`src/rtl/a5_keystream_engine_if.sv`:
```
// rtl/a5_keystream_engine_if.sv - keystream chunk handshake between the A5/1 engine and its consumer
interface a5_keystream_engine_if #(
  parameter int STEPS = 4
);
  logic             ks_valid;
  logic             ks_ready;
  logic [STEPS-1:0] ks_data;
  logic             ks_last;

  modport master (output ks_valid, output ks_data, output ks_last, input  ks_ready);
  modport slave  (input  ks_valid, input  ks_data, input  ks_last, output ks_ready);
endinterface

```
`src/rtl/a5_keystream_engine.sv`:
```
// rtl/a5_keystream_engine.sv - A5/1 keystream generator, STEPS majority-clocked steps per clock
module a5_keystream_engine #(
  parameter int STEPS     = 4,
  parameter int KEY_W     = 64,
  parameter int FRAME_W   = 22,
  parameter int MIX_STEPS = 100,
  parameter int KS_LEN    = 228
) (
  input  logic               clk,
  input  logic               rst_n,
  input  logic               start,
  input  logic               abort,
  input  logic [KEY_W-1:0]   key,
  input  logic [FRAME_W-1:0] frame,
  output logic               busy,
  output logic               done,
  a5_keystream_engine_if.master ks
);
  localparam int MIX_CYC   = MIX_STEPS / STEPS;
  localparam int KS_CHUNKS = KS_LEN / STEPS;
  localparam int MAX_A     = (KEY_W > FRAME_W) ? KEY_W : FRAME_W;
  localparam int MAX_B     = (MIX_CYC > KS_CHUNKS) ? MIX_CYC : KS_CHUNKS;
  localparam int CNT_MAX   = (MAX_A > MAX_B) ? MAX_A : MAX_B;
  localparam int CNT_W     = $clog2(CNT_MAX + 1);

  typedef enum logic [2:0] {S_IDLE, S_LOAD_KEY, S_LOAD_FRAME, S_MIX, S_STREAM} state_t;

  state_t             state_q, state_d;
  logic [CNT_W-1:0]   cnt_q;
  logic [KEY_W-1:0]   key_q;
  logic [FRAME_W-1:0] frame_q;
  logic [19:1]        r1_q, r1_ld, r1_mx;
  logic [22:1]        r2_q, r2_ld, r2_mx;
  logic [23:1]        r3_q, r3_ld, r3_mx;
  logic [STEPS-1:0]   ks_data_q, chunk;
  logic               ks_valid_q, ks_last_q, done_q;
  logic               load_bit, maj;
  logic               start_go, load_en, mix_en, gen_en, cnt_clr, cnt_inc, finish, accept;

  // Key/frame loading clocks all three registers regardless of majority
  assign load_bit = (state_q == S_LOAD_KEY) ? key_q[0] : frame_q[0];
  assign r1_ld = {r1_q[18:1], r1_q[19] ^ r1_q[18] ^ r1_q[17] ^ r1_q[14] ^ load_bit};
  assign r2_ld = {r2_q[21:1], r2_q[22] ^ r2_q[21] ^ load_bit};
  assign r3_ld = {r3_q[22:1], r3_q[23] ^ r3_q[22] ^ r3_q[21] ^ r3_q[8] ^ load_bit};

  always_comb begin
    r1_mx = r1_q;
    r2_mx = r2_q;
    r3_mx = r3_q;
    chunk = '0;
    maj   = 1'b0;
    for (int i = 0; i < STEPS; i++) begin
      maj = (r1_mx[9] & r2_mx[11]) | (r1_mx[9] & r3_mx[11]) | (r2_mx[11] & r3_mx[11]);
      if (r1_mx[9] == maj)  r1_mx = {r1_mx[18:1], r1_mx[19] ^ r1_mx[18] ^ r1_mx[17] ^ r1_mx[14]};
      if (r2_mx[11] == maj) r2_mx = {r2_mx[21:1], r2_mx[22] ^ r2_mx[21]};
      if (r3_mx[11] == maj) r3_mx = {r3_mx[22:1], r3_mx[23] ^ r3_mx[22] ^ r3_mx[21] ^ r3_mx[8]};
      chunk[i] = r1_mx[19] ^ r2_mx[22] ^ r3_mx[23];
    end
  end

  always_ff @(posedge clk or negedge rst_n) begin
    if (!rst_n) state_q <= S_IDLE;
    else        state_q <= state_d;
  end

  always_comb begin
    state_d  = state_q;
    start_go = 1'b0;
    load_en  = 1'b0;
    mix_en   = 1'b0;
    gen_en   = 1'b0;
    cnt_clr  = 1'b0;
    cnt_inc  = 1'b0;
    finish   = 1'b0;
    accept   = ks_valid_q & ks.ks_ready;
    case (state_q)
      S_IDLE: begin
        if (start) begin
          start_go = 1'b1;
          cnt_clr  = 1'b1;
          state_d  = S_LOAD_KEY;
        end
      end
      S_LOAD_KEY: begin
        load_en = 1'b1;
        if (cnt_q == CNT_W'(KEY_W - 1)) begin
          cnt_clr = 1'b1;
          state_d = S_LOAD_FRAME;
        end else cnt_inc = 1'b1;
      end
      S_LOAD_FRAME: begin
        load_en = 1'b1;
        if (cnt_q == CNT_W'(FRAME_W - 1)) begin
          cnt_clr = 1'b1;
          state_d = S_MIX;
        end else cnt_inc = 1'b1;
      end
      S_MIX: begin
        mix_en = 1'b1;
        if (cnt_q == CNT_W'(MIX_CYC - 1)) begin
          cnt_clr = 1'b1;
          state_d = S_STREAM;
        end else cnt_inc = 1'b1;
      end
      S_STREAM: begin
        if (accept && ks_last_q) begin
          finish  = 1'b1;
          state_d = S_IDLE;
        end else if ((!ks_valid_q || ks.ks_ready) && (cnt_q != CNT_W'(KS_CHUNKS))) begin
          gen_en  = 1'b1;
          cnt_inc = 1'b1;
        end
      end
      default: state_d = S_IDLE;
    endcase
    if (abort) begin
      state_d  = S_IDLE;
      start_go = 1'b0;
      load_en  = 1'b0;
      mix_en   = 1'b0;
      gen_en   = 1'b0;
      cnt_clr  = 1'b0;
      cnt_inc  = 1'b0;
      finish   = 1'b0;
    end
  end

  always_ff @(posedge clk or negedge rst_n) begin
    if (!rst_n) begin
      cnt_q      <= '0;
      key_q      <= '0;
      frame_q    <= '0;
      r1_q       <= '0;
      r2_q       <= '0;
      r3_q       <= '0;
      ks_data_q  <= '0;
      ks_valid_q <= 1'b0;
      ks_last_q  <= 1'b0;
      done_q     <= 1'b0;
    end else begin
      done_q <= finish;
      if (abort) begin
        ks_valid_q <= 1'b0;
        ks_last_q  <= 1'b0;
        cnt_q      <= '0;
      end else begin
        if (cnt_clr)      cnt_q <= '0;
        else if (cnt_inc) cnt_q <= cnt_q + 1'b1;

        if (start_go) begin
          key_q   <= key;
          frame_q <= frame;
          r1_q    <= '0;
          r2_q    <= '0;
          r3_q    <= '0;
        end else if (load_en) begin
          r1_q <= r1_ld;
          r2_q <= r2_ld;
          r3_q <= r3_ld;
          if (state_q == S_LOAD_KEY) key_q   <= key_q >> 1;
          else                       frame_q <= frame_q >> 1;
        end else if (mix_en || gen_en) begin
          r1_q <= r1_mx;
          r2_q <= r2_mx;
          r3_q <= r3_mx;
        end

        // A new chunk may replace one being accepted on the same edge
        if (gen_en) begin
          ks_data_q  <= chunk;
          ks_valid_q <= 1'b1;
          ks_last_q  <= (cnt_q == CNT_W'(KS_CHUNKS - 1));
        end else if (accept) begin
          ks_valid_q <= 1'b0;
          ks_last_q  <= 1'b0;
        end
      end
    end
  end

  assign busy        = (state_q != S_IDLE);
  assign done        = done_q;
  assign ks.ks_valid = ks_valid_q;
  assign ks.ks_data  = ks_data_q;
  assign ks.ks_last  = ks_last_q;
endmodule

```
`src/flat_wrapper.sv`:
```
// flat-port wrapper written by rule: the top's interface ports become plain ports
module a5_keystream_engine_flat 
#(
  parameter int STEPS     = 4,
  parameter int KEY_W     = 64,
  parameter int FRAME_W   = 22,
  parameter int MIX_STEPS = 100,
  parameter int KS_LEN    = 228
)
  (clk, rst_n, start, abort, key, frame, busy, done, ks_ks_valid, ks_ks_data, ks_ks_last, ks_ks_ready);
  a5_keystream_engine_if #(.STEPS(STEPS)) ks_i ();
  input  logic clk;
  input  logic rst_n;
  input  logic start;
  input  logic abort;
  input  logic [KEY_W-1:0] key;
  input  logic [FRAME_W-1:0] frame;
  output logic busy;
  output logic done;
  output wire logic [$bits(ks_i.ks_valid)-1:0] ks_ks_valid;
  output wire logic [$bits(ks_i.ks_data)-1:0] ks_ks_data;
  output wire logic [$bits(ks_i.ks_last)-1:0] ks_ks_last;
  input wire logic [$bits(ks_i.ks_ready)-1:0] ks_ks_ready;
  assign ks_ks_valid = ks_i.ks_valid;
  assign ks_ks_data = ks_i.ks_data;
  assign ks_ks_last = ks_i.ks_last;
  assign ks_i.ks_ready = ks_ks_ready;
  a5_keystream_engine #(.STEPS(STEPS), .KEY_W(KEY_W), .FRAME_W(FRAME_W), .MIX_STEPS(MIX_STEPS), .KS_LEN(KS_LEN)) u_core (.clk(clk), .rst_n(rst_n), .start(start), .abort(abort), .key(key), .frame(frame), .busy(busy), .done(done), .ks(ks_i));
endmodule
```
`config.mk`:
```
export PLATFORM = sky130hd
export DESIGN_NAME = a5_keystream_engine_flat
export DESIGN_NICKNAME = d
export VERILOG_FILES = /design/src/rtl/a5_keystream_engine_if.sv /design/src/rtl/a5_keystream_engine.sv /design/src/flat_wrapper.sv
export SDC_FILE = /design/constraint.sdc
export NUM_CORES = 1
export LEC_CHECK = 0
export CAP_MARGIN = 0
export CORE_UTILIZATION = 60
export DETAILED_ROUTE_END_ITERATION = 6
export PLACE_DENSITY = 0.84
export SLEW_MARGIN = 10
export SYNTH_ARGS = -nofsm -noshare
export SYNTH_HDL_FRONTEND = slang
export SYNTH_SLANG_ARGS = --single-unit
```
`constraint.sdc`:
```
create_clock -name clk -period 5 [get_ports clk]
set_input_delay 1.25 -clock clk [delete_from_list [all_inputs] [get_ports clk]]
set_output_delay 1.25 -clock clk [all_outputs]
set_load 0.05 [all_outputs]
```
==> key figures, run 1 <==
Status
  – Status: complete, but fails checks
  – Violated checks: design-rule violations

Final layout
  – Area Growth Syn to Fin: 14.4%
  – Layout cells sized above 1: between 8 and 9%
  – Nets: between 1500 and 2000
  – Final antenna diode count: 0
  – Final Util: 71.0%

Logic synthesis
  – Synth Area in Adders: less than 1%
  – Post-synth top area share: 34.0%
  – Number of flops mapped to enable cells by yosys: 0
  – FFs w/ async S/R, synth: 100%
  – Synth Instances: between 1500 and 2000
  – Post-synth cell types: 88
  – Post-synthesis simple-gate area fraction: between 10% and 20%
  – Multiplexer area fraction after synthesis: 10.4%
  – Synthesized area per cell: between 8 and 9 um^2
  – Area contributors post-synth: dfrtp_1 (34%), mux2i_1 (8.9%), nand2_1 (7.9%), o21ai_0 (6.5%), a22oi_1 (4.3%)
  – Cell Area, Synth: around 12000 um^2
  – Post-Synth XOR/XNOR Area: 2.93%
  – Synth Flop Type: dfrtp_1
  – Synth Register Bits: approximately 170
  – Synth Area in Compound Gates: around 29%
  – Syn_nets: 1603
  – Largest family of logic cells by synthesized area: compound AO/OA/AOI/OAI gates
  – Register area share after synthesis: roughly 34%
  – Synth warn: 0
  – Yosys top cell by area: dfrtp_1

STA
  – Final Max Tran Viols: 0
  – Hold Violations, Final: 0
  – Measured slew at the worst slew-check pin: ~1000 ps
  – Clock Skews: around 19 ps
  – Setup Viol. Count Final: 0
  – Final clock period utilization by the worst path: approximately 92%
  – Minimum clock period: about 4600 ps
  – Unrepaired setup endpoints after global routing: false
  – Setup ws final: between 300 and 400 ps
  – Upper clock frequency limit: between 200 and 250 MHz
  – Hold slack: about 480 ps
  – Setup TNS: 0 ps
  – Slew margin rel.: 32.2%

Die
  – Full die area: between 20000 and 25000 um^2
  – Top Ports: 99
  – Die Ht: between 100 and 150 um
  – Core area: roughly 20000 um^2
  – Std cell rows: 51
  – Initial core utilization: slightly above 60%
  – Die Wd: between 100 and 150 um

Critical path
  – Crit Path Class: reg2reg
  – Slowest cell on crit path: dfrtp_1
  – Worst EP arrival: between 4000 and 5000 ps
  – Worst path required time: 5330 ps
  – Worst path max stage delay: around 740 ps
  – CP Max Fanout: 19
  – Worst setup EP type: flop
  – CP Cell Sequence: buf_4 -> or3_1 -> o21ai_1 -> o31ai_1 -> o21ai_0 -> a21oi_2 -> nor2_2 -> nor4_1 -> a21oi_1 -> o211ai_4 -> buf_4 -> mux2i_1 -> and2_1 -> o31ai_1 -> a22o_1
  – Crit path launch type: flop

Global routing
  – GRT overflow: 0
  – All-Layer GR Usage: ~33%
  – Global-route wire length before repair: between 50 and 60 mm
  – Vias in the first global route: between 10000 and 15000
  – Largest net degree at the start of global routing: 109
  – Initial antenna violation count: 0

CTS
  – CTS tree: built
  – CTS H-tree depth: 4
  – Post-CTS Setup Bufs: 0
  – Clk root buf: clkbuf_16
  – CTS buffer count: 17
  – CTS Buffer Depth: 2
  – CTS sink count: between 150 and 200
  – Reg clk slew, reported paths: roughly 70 ps
  – Clock latency on the worst-skew pair: 450 ps

Place
  – Setup WS pre-CTS: between 300 and 400 ps
  – Hpwl dp: ~23 mm
  – IO buf count: slightly below 100
  – RePlAce Congestion: 0.982

Routing
  – Routed vias/inst: about 6.6
  – Vias: around 12000
  – Residual DRC: 1
  – DRT Wirelength: 34.4 mm
  – Initial DRC count: roughly 1500
  – TritonRoute pass-1 iters: 7
  – Detail Route Antenna Nets: 0
  – Drt wl/cell: approximately 19 um

Flow run
  – Maxcap violations: 0

Hold path
  – Hold Path Class: reg2reg
==> worst max-delay path, delay by kind of cell (launching register included) <==
kind | cells | cell delay, ps
and+or+nand+nor | 4 | 790
DFF | 1 | 740
AOI/OAI and AO/OA | 8 | 2100
buffers and inverters | 2 | 660
muxes | 1 | 240
==> per-stage QoR <==
step / instance area (um^2) / cells
after floorplan: 12300 / 1509
after CTS: 14000 / 1825
after global placement: 13400 / 1793
final: 14000 / 1825
after detailed placement: 13400 / 1793
after global routing: 14000 / 1825
==> routing by layer <==
| layer | global-route usage (%) | vias up | share of wire, % |
|---|---|---|---|
| met4 | 12.0 | 0 | 2.5 |
| met3 | 5.22 | 78 | 7.9 |
| met5 | 0 | - | 0 |
| met2 | 52.0 | 607 | 47 |
| met1 | 45.9 | 5733 | 42 |
| li1 | - | 5602 | - |
==> timing repair <==
action	in CTS	in global routing
hold buffers	0	0
setup endpoints to repair	0	23
gates resized for setup	0	3
==> worst paths after layout <==
check,to,start,cells past startpoint,slack (ps)
max in group asynchronous,u_core.cnt_q[6],rst_n,2,2990
min reg2reg,u_core.key_q[0],u_core.key_q[0],2,480
max reg2reg,u_core.r2_q[3],u_core.r2_q[10],15,380
min,u_core.key_q[0],u_core.key_q[0],2,480
min in group asynchronous,u_core.r3_q[18],rst_n,1,920
max,u_core.r2_q[3],u_core.r2_q[10],15,380
==> final cells by class <==
| cell class | count | area (um^2) |
|---|---|---|
| inverters | 14 | 52.6 |
| well taps | 265 | 332 |
| fillers | 1536 | 5730 |
| repair buffers | 148 | 1370 |
| flip-flops and latches | 167 | 4180 |
| clock buffers | 17 | 425 |
| multi-input cells | 1199 | 7490 |
| clock inverters | 15 | 194 |
==> Yosys cell counts, types with 13 or more instances <==
cell type,number
nand2_1,258
inv_1,13
mux2i_1,109
clkbuf_1,77
nand3_1,13
dfrtp_1,167
nor2_1,113
a21oi_1,81
o22a_1,38
xor2_1,16
nor3_1,16
xnor2_1,25
nand2b_1,15
buf_2,22
buf_4,15
a22o_1,35
o21ai_1,14
o22ai_1,29
o21ai_0,159
a22oi_1,71
==> placed cells by master (no fill, tap or decap), types with 5 or more instances in the layout <==
| master | synthesis | final |
|---|---|---|
| nor2b_1 | 11 | 11 |
| o22ai_1 | 29 | 29 |
| mux2i_1 | 109 | 109 |
| clkdlybuf4s50_1 | 0 | 97 |
| mux2_2 | 12 | 12 |
| nor3b_1 | 7 | 7 |
| and2_1 | 9 | 9 |
| nand3_1 | 13 | 13 |
| or3_1 | 9 | 9 |
| nand2_1 | 258 | 258 |
| clkinv_8 | 0 | 6 |
| o221ai_1 | 9 | 9 |
| clkbuf_16 | 0 | 17 |
| xnor2_1 | 25 | 25 |
| o31ai_1 | 10 | 10 |
| a31oi_1 | 12 | 12 |
| a22oi_1 | 71 | 71 |
| inv_1 | 13 | 13 |
| a22o_1 | 35 | 35 |
| dfrtp_1 | 167 | 166 |
| o21a_1 | 5 | 5 |
| nor2_1 | 113 | 109 |
| o21ai_1 | 14 | 13 |
| nor4_1 | 6 | 5 |
| buf_4 | 15 | 49 |
| o22a_1 | 38 | 38 |
| nand4_1 | 7 | 7 |
| nand2b_1 | 15 | 14 |
| nor3_1 | 16 | 16 |
| xor2_1 | 16 | 16 |
| o21ai_0 | 159 | 159 |
| a211oi_1 | 12 | 12 |
| a21oi_1 | 81 | 81 |
| o211ai_1 | 9 | 9 |
==> flip-flops by register name, indices dropped and copies added (netlist names) <==
signal and flops:
u_core.cnt_q 7, u_core.done 1, u_core.frame_q 22, u_core.key_q 64, u_core.ks.ks_data 4, u_core.ks.ks_last 1
u_core.ks.ks_valid 1, u_core.r1_q 19, u_core.r2_q 22, u_core.r3_q 23, u_core.state_q 3
==> kinds of logic (layout without fill, tap and decap cells) <==
kind of cell,Yosys count,in the layout
xor gates and xnor gates,41,41
adders and majority gates,6,6
and+or+nand+nor,498,498
AOI/OAI and AO/OA,531,531
DFF,167,167
buffers and inverters,143,194
muxes,123,123
Power of run 1 is not shown: default switching activity piles up to over one toggle a cycle in this logic, so the estimate is an artifact.
==> run 2: changes to the inputs <==
- ABC_CLOCK_PERIOD_IN_PS: default -> 5000
- CORE_UTILIZATION: 60 -> 31
- PLACE_DENSITY: 0.84 -> 0.5
==> run 2 against run 1 <==
  * The run now ends clean
  * Sequential share of layout area is 0.74 points lower
  * Non-clock buffer count increased by 5
  * Core utilization fell by 34 points
  * Die area rose by 92%
  * Register-to-register slack improved by 80 ps
  * Maximum frequency rose by 1.7%
  * Cell area is 2.5% higher
  * Clock-buffer cell count up 1
  * Global-route usage is 15 points lower
  * Clock skew increased by 0.81 ps
  * Worst setup slack better by 77 ps
  * Critical path depth is 1 lower
==> key figures, run 2 (synthesis gave the netlist of run 1 again) <==
Status
  – Status: completed

Critical path
  – CP Cell Sequence: nor2b_1 -> o22ai_1 -> o31ai_1 -> o21ai_0 -> a21oi_2 -> nor2_2 -> buf_4 -> nor4_1 -> a21oi_1 -> o211ai_4 -> mux2i_1 -> nor2_1 -> a2111oi_0 -> a221o_1
  – Worst setup EP type: flop
  – Worst EP arrival: 4930 ps (about the same)
  – Worst reg2reg path startpoint: u_core.r3_q[10]
  – Worst path required time: 5390 ps (+60 ps)
  – Crit path from: u_core.r3_q[10]
  – Crit Path Class: reg2reg
  – Worst reg2reg setup slack: 460 ps (+80 ps)
  – R2R cell count: 14 (-1)
  – Worst setup path endpoint: u_core.r2_q[21]
  – RR Endpoint: u_core.r2_q[21]
  – Crit path launch type: flop
  – Slowest cell on crit path: dfrtp_1
  – CP Max Fanout: 28 (+9)
  – Worst path max stage delay: 950 ps (+210 ps)

Final layout
  – Area of the multi-input gates: 7480 um^2 (-0.13%)
  – Layout cells sized above 1: 8.63% (+0.16 points)
  – Number of fillers in the final layout: 4027 (+160%)
  – Nets: 1646 (+0.30%)
  – Final antenna diode count: 0 (unchanged)
  – Commonest non-fill, non-tap cell in the layout: nand2_1
  – Commonest cells after routing, fill and taps aside: nand2_1 (258), dfrtp_1 (167), o21ai_0 (159)
  – Largest regs: u_core.key_q (64), u_core.r3_q (23)
  – Storage cell area: 4180 um^2 (about the same)
  – Top reg by flops: u_core.key_q
  – Area Growth Syn to Fin: 17.3%
  – Final Util: 37.1% (-34 points)
  – Max reg flops: 64 (unchanged)

STA
  – Setup TNS: 0 ps (unchanged)
  – Upper clock frequency limit: 220 MHz (+1.7%)
  – Setup ws final: 457 ps (+77.2 ps)
  – Slew margin rel.: 37.9% (+5.8 points)
  – Unrepaired setup endpoints after global routing: false
  – Measured slew at the worst slew-check pin: 923 ps (-94.5 ps)
  – Clock Skews: 19.3 ps (+0.810 ps)
  – Setup Viol. Count Final: 0 (unchanged)
  – Final clock period utilization by the worst path: 90.9% (-1.5 points)
  – Minimum clock period: 4540 ps (-77.2 ps)
  – Hold Violations, Final: 0 (unchanged)
  – Final Max Tran Viols: 0 (unchanged)

Place
  – RePlAce Congestion: 0.895 (-8.8%)
  – Hpwl dp: 25.1 mm (+11%)
  – Setup WS pre-CTS: 579 ps (+247 ps)
  – IO buf count: 98 (unchanged)

Routing
  – Vias: 11400 (-5.2%)
  – Drt wl/cell: 17.8 um (-5.3%)
  – Routed vias/inst: 5.47 (-17%)
  – Initial DRC count: 877 (-42%)
  – Detail Route Antenna Nets: 0 (unchanged)
  – Residual DRC: 0 (-1)
  – TritonRoute pass-1 iters: 5 (-2)
  – DRT Wirelength: 37.2 mm (+8.1%)

CTS
  – Post-CTS Setup Bufs: 0 (unchanged)
  – Hold-fix buffers at CTS: 0 (unchanged)
  – CTS H-tree depth: 4 (unchanged)
  – Clock latency on the worst-skew pair: 450 ps (about the same)
  – CTS buffer count: 17 (unchanged)
  – CTS sink count: 167 (unchanged)
  – CTS Buffer Depth: 2 (unchanged)
  – Reg clk slew, reported paths: 70 ps (about the same)
  – CTS tree: built
  – Clk root buf: clkbuf_16
  – CTS resizes: 0 (unchanged)

Global routing
  – All-Layer GR Usage: 18.5% (-15 points)
  – Largest net degree at the start of global routing: 111 (+1.8%)
  – Initial antenna violation count: 1 (+1)
  – Global-route wire length before repair: 61.0 mm (+6.5%)
  – Vias in the first global route: 11100 (-1.1%)
  – GRT overflow: 0 (unchanged)

Die
  – Die Ht: 201 um (+39%)
  – Die Wd: 201 um (+39%)
  – Core area: 38800 um^2 (+96%)
  – Std cell rows: 72 (+41%)
  – Initial core utilization: 31.6% (-30 points)
  – Top Ports: 99 (unchanged)
  – Full die area: 40400 um^2 (+92%)

Flow run
  – Maxcap violations: 0 (unchanged)

Hold path
  – Hold Path Class: reg2reg
run 2: cell count changes in the layout (fill, tap and decap cells not counted), moves of 2 or more:
cell       change
inv_12         -2
buf_4          +3
bufinv_16      +2
clkinv_8       -6
clkinv_2       +2
buf_12         +2
inv_8          +2
run 2: area by class of cell:
cell class | count | area share (%)
Clock buffer | 18 | 3.05
Clock inverter | 14 | 1.14
Inverter | 14 | 0.365
Multi-Input combinational cell | 1199 | 52.0
Sequential cell | 167 | 29.0
Tap cell | 518 | 4.50
Timing Repair Buffer | 153 | 9.95
run 2: worst min path at each step:
stage	end	start	cells after the start	slack, ps
6_report	u_core.key_q[27]	u_core.key_q[27]	2	480
5_1_grt	u_core.key_q[22]	u_core.key_q[22]	2	500
4_1_cts	u_core.key_q[54]	u_core.key_q[54]	2	480
3_5_place_dp	u_core.key_q[42]	u_core.key_q[42]	2	460
3_3_place_gp	u_core.key_q[19]	u_core.key_q[19]	2	460
2_1_floorplan	u_core.key_q[0]	u_core.key_q[0]	2	450
run 2: stage by stage:
step / instance area (um^2) / std cells / hold slack (ps)
finish: 14400 / 2083 / 477
global route: 14400 / 2083 / 496
CTS: 14400 / 2083 / 480
detailed placement: 13800 / 2051 / 463
global placement: 13800 / 2051 / 457
floorplan: 12300 / 1509 / 446
run 2: worst max-delay path, delay by kind of cell (launching register included):
kind	cells	cell delay [ps]
and+or+nand+nor	4	710
DFF	1	950
AOI/OAI and AO/OA	8	2280
muxes	1	370
buffers and inverters	1	180
run 2: layer usage:
metal | track usage [%] | share of wire (%)
met1 | 25.3 | 47
met2 | 28.6 | 45
met3 | 4.33 | 5.9
met4 | 5.78 | 1.9
met5 | 0 | 0.035
Power of run 2 is left out for the same reason.
==> run 3: changes to the inputs <==
- GPL_ROUTABILITY_DRIVEN: default -> 0
==> run 3 against run 2 <==
  * Global-route usage fell by 0.33 points
  * Core utilization fell by 0.14 points
  * Via count up 0.29%
  * Critical path depth shrank 2
  * Final cell count down 0.19%
  * Clock skew fell by 2.3 ps
==> key figures, run 3 (synthesis gave the netlist of run 1 again) <==
Status
  – Status: completed

Routing
  – Routed vias/inst: 5.49 (+0.48%)
  – Uppermost layer routed: met5
  – Detail Route Antenna Nets: 0 (unchanged)
  – DR WL met3: 2.40 mm (+9.4%)
  – Drt wl/cell: 17.5 um (-1.9%)
  – Residual DRC: 0 (unchanged)
  – TritonRoute pass-1 iters: 5 (unchanged)
  – Metal2 WL: 16.0 mm (-3.4%)
  – Vias: 11400 (+0.29%)
  – Initial DRC count: 918 (+4.7%)
  – DRT Wirelength: 36.4 mm (-2.1%)
  – WL met1: 17.3 mm (-1.7%)

Critical path
  – Slowest cell on crit path: dfrtp_1
  – CP Cell Sequence: nor2b_1 -> o211ai_1 -> and4_1 -> o221a_1 -> and3_1 -> a211o_1 -> a211oi_4 -> buf_4 -> mux2_2 -> mux2i_1 -> o21ai_0 -> a22o_1
  – Worst path required time: 5330 ps (-60 ps)
  – Worst EP arrival: 4840 ps (-90 ps)
  – Crit path launch type: flop
  – Worst path max stage delay: 1000 ps (+50 ps)
  – CP Max Fanout: 36 (+29%)
  – Worst setup EP type: flop
  – Crit Path Class: reg2reg

Final layout
  – Final antenna diode count: 0 (unchanged)
  – Nets: 1642 (-0.24%)
  – Commonest non-fill, non-tap cell in the layout: nand2_1
  – Final Cell Area: 14300 um^2 (-0.38%)
  – Commonest cells after routing, fill and taps aside: nand2_1 (258), dfrtp_1 (167), o21ai_0 (159)
  – Largest regs: u_core.key_q (64), u_core.r3_q (23)
  – Top reg by flops: u_core.key_q
  – Max reg flops: 64 (unchanged)
  – Area Growth Syn to Fin: 16.9%
  – Layout cells sized above 1: 8.33% (-0.30 points)

CTS
  – Clock latency on the worst-skew pair: 450 ps (about the same)
  – Reg clk slew, reported paths: 70 ps (about the same)
  – CTS resizes: 0 (unchanged)
  – Clk root buf: clkbuf_16
  – CTS H-tree depth: 4 (unchanged)
  – CTS sink count: 167 (unchanged)
  – Hold-fix buffers at CTS: 0 (unchanged)
  – Post-CTS Setup Bufs: 0 (unchanged)
  – CTS Buffer Depth: 2 (unchanged)
  – CTS tree: built
  – CTS buffer count: 17 (unchanged)

Global routing
  – GRT overflow: 0 (unchanged)
  – Vias in the first global route: 11000 (-0.95%)
  – All-Layer GR Usage: 18.2% (-0.33 points)
  – Initial antenna violation count: 2 (+1)
  – Global-route wire length before repair: 60.1 mm (-1.4%)
  – Largest net degree at the start of global routing: 111 (unchanged)

Place
  – Hpwl dp: 24.5 mm (-2.3%)
  – Post-DP Area: 13800 um^2 (-0.22%)
  – IO buf count: 98 (unchanged)

Die
  – Die Wd: 201 um (unchanged)
  – Full die area: 40400 um^2 (unchanged)
  – Initial core utilization: 31.6% (unchanged)
  – Core area: 38800 um^2 (unchanged)
  – Die Ht: 201 um (unchanged)
  – Std cell rows: 72 (unchanged)
  – Top Ports: 99 (unchanged)

STA
  – Minimum clock period: 4500 ps (-38.1 ps)
  – Setup Viol. Count Final: 0 (unchanged)
  – Final clock period utilization by the worst path: 90.1% (-0.76 points)
  – Setup TNS: 0 ps (unchanged)
  – Final Max Tran Viols: 0 (unchanged)
  – Upper clock frequency limit: 222 MHz (+0.84%)
  – Hold Violations, Final: 0 (unchanged)
  – Measured slew at the worst slew-check pin: 996 ps (+73.2 ps)
  – Clock Skews: 17.0 ps (-2.30 ps)
  – Slew margin rel.: 33.6% (-4.4 points)
  – Unrepaired setup endpoints after global routing: false

Hold path
  – Hold Path Class: reg2reg

Flow run
  – Maxcap violations: 0 (unchanged)
## run 3: cell types whose count changed in the layout (fill, tap and decap cells not counted), sizes merged
cell | previous run | this run
bufinv | 2 | 1
buf | 56 | 52
clkinv | 4 | 2
clkbuf | 18 | 19
clkinvlp | 1 | 3
## run 3: metal layers
layer	vias to the layer above	GRT usage, %
met5	-	0
met1	5466	25.5
met2	319	27.5
li1	5593	-
met3	42	4.32
met4	4	5.10
## run 3: area by class of cell
cell class | instances | area (um^2)
fillers | 4025 | 24500
multi-input cells | 1199 | 7480
flip-flops and latches | 167 | 4180
clock buffers | 19 | 443
clock inverters | 13 | 135
inverters | 14 | 52.6
repair buffers | 149 | 1400
well taps | 518 | 648
## run 3: critical path: cells and delay by family (launching register included)
kind | cells | cell delay, ps
compound gates | 6 | 1550
buf+inv | 1 | 330
flops | 1 | 1000
mux | 2 | 500
simple gates | 3 | 1020
## run 3: through the flow
stage                     std cells  worst slack (ps)  util, %  hold slack (ps)
after detailed placement       2047               563     35.5              463
after floorplan                1509              1430        -              446
after global placement         2047               633     35.5              458
final                          2079               495     36.9              476
after global routing           2079              24.0     36.9              494
after CTS                      2079               534     36.9              481
## run 3: worst paths after layout
kind | slack (ps) | endpoint | cells past startpoint | start
setup / recovery | 500 | u_core.r1_q[13] | 12 | u_core.r3_q[10]
min in group asynchronous | 750 | u_core.frame_q[6] | 1 | rst_n
hold / removal | 480 | u_core.key_q[0] | 2 | u_core.key_q[0]
hold reg to reg | 480 | u_core.key_q[0] | 2 | u_core.key_q[0]
max in group asynchronous | 3240 | u_core.r1_q[3] | 2 | rst_n
setup reg to reg | 500 | u_core.r1_q[13] | 12 | u_core.r3_q[10]
Power of run 3 is left out for the same reason.
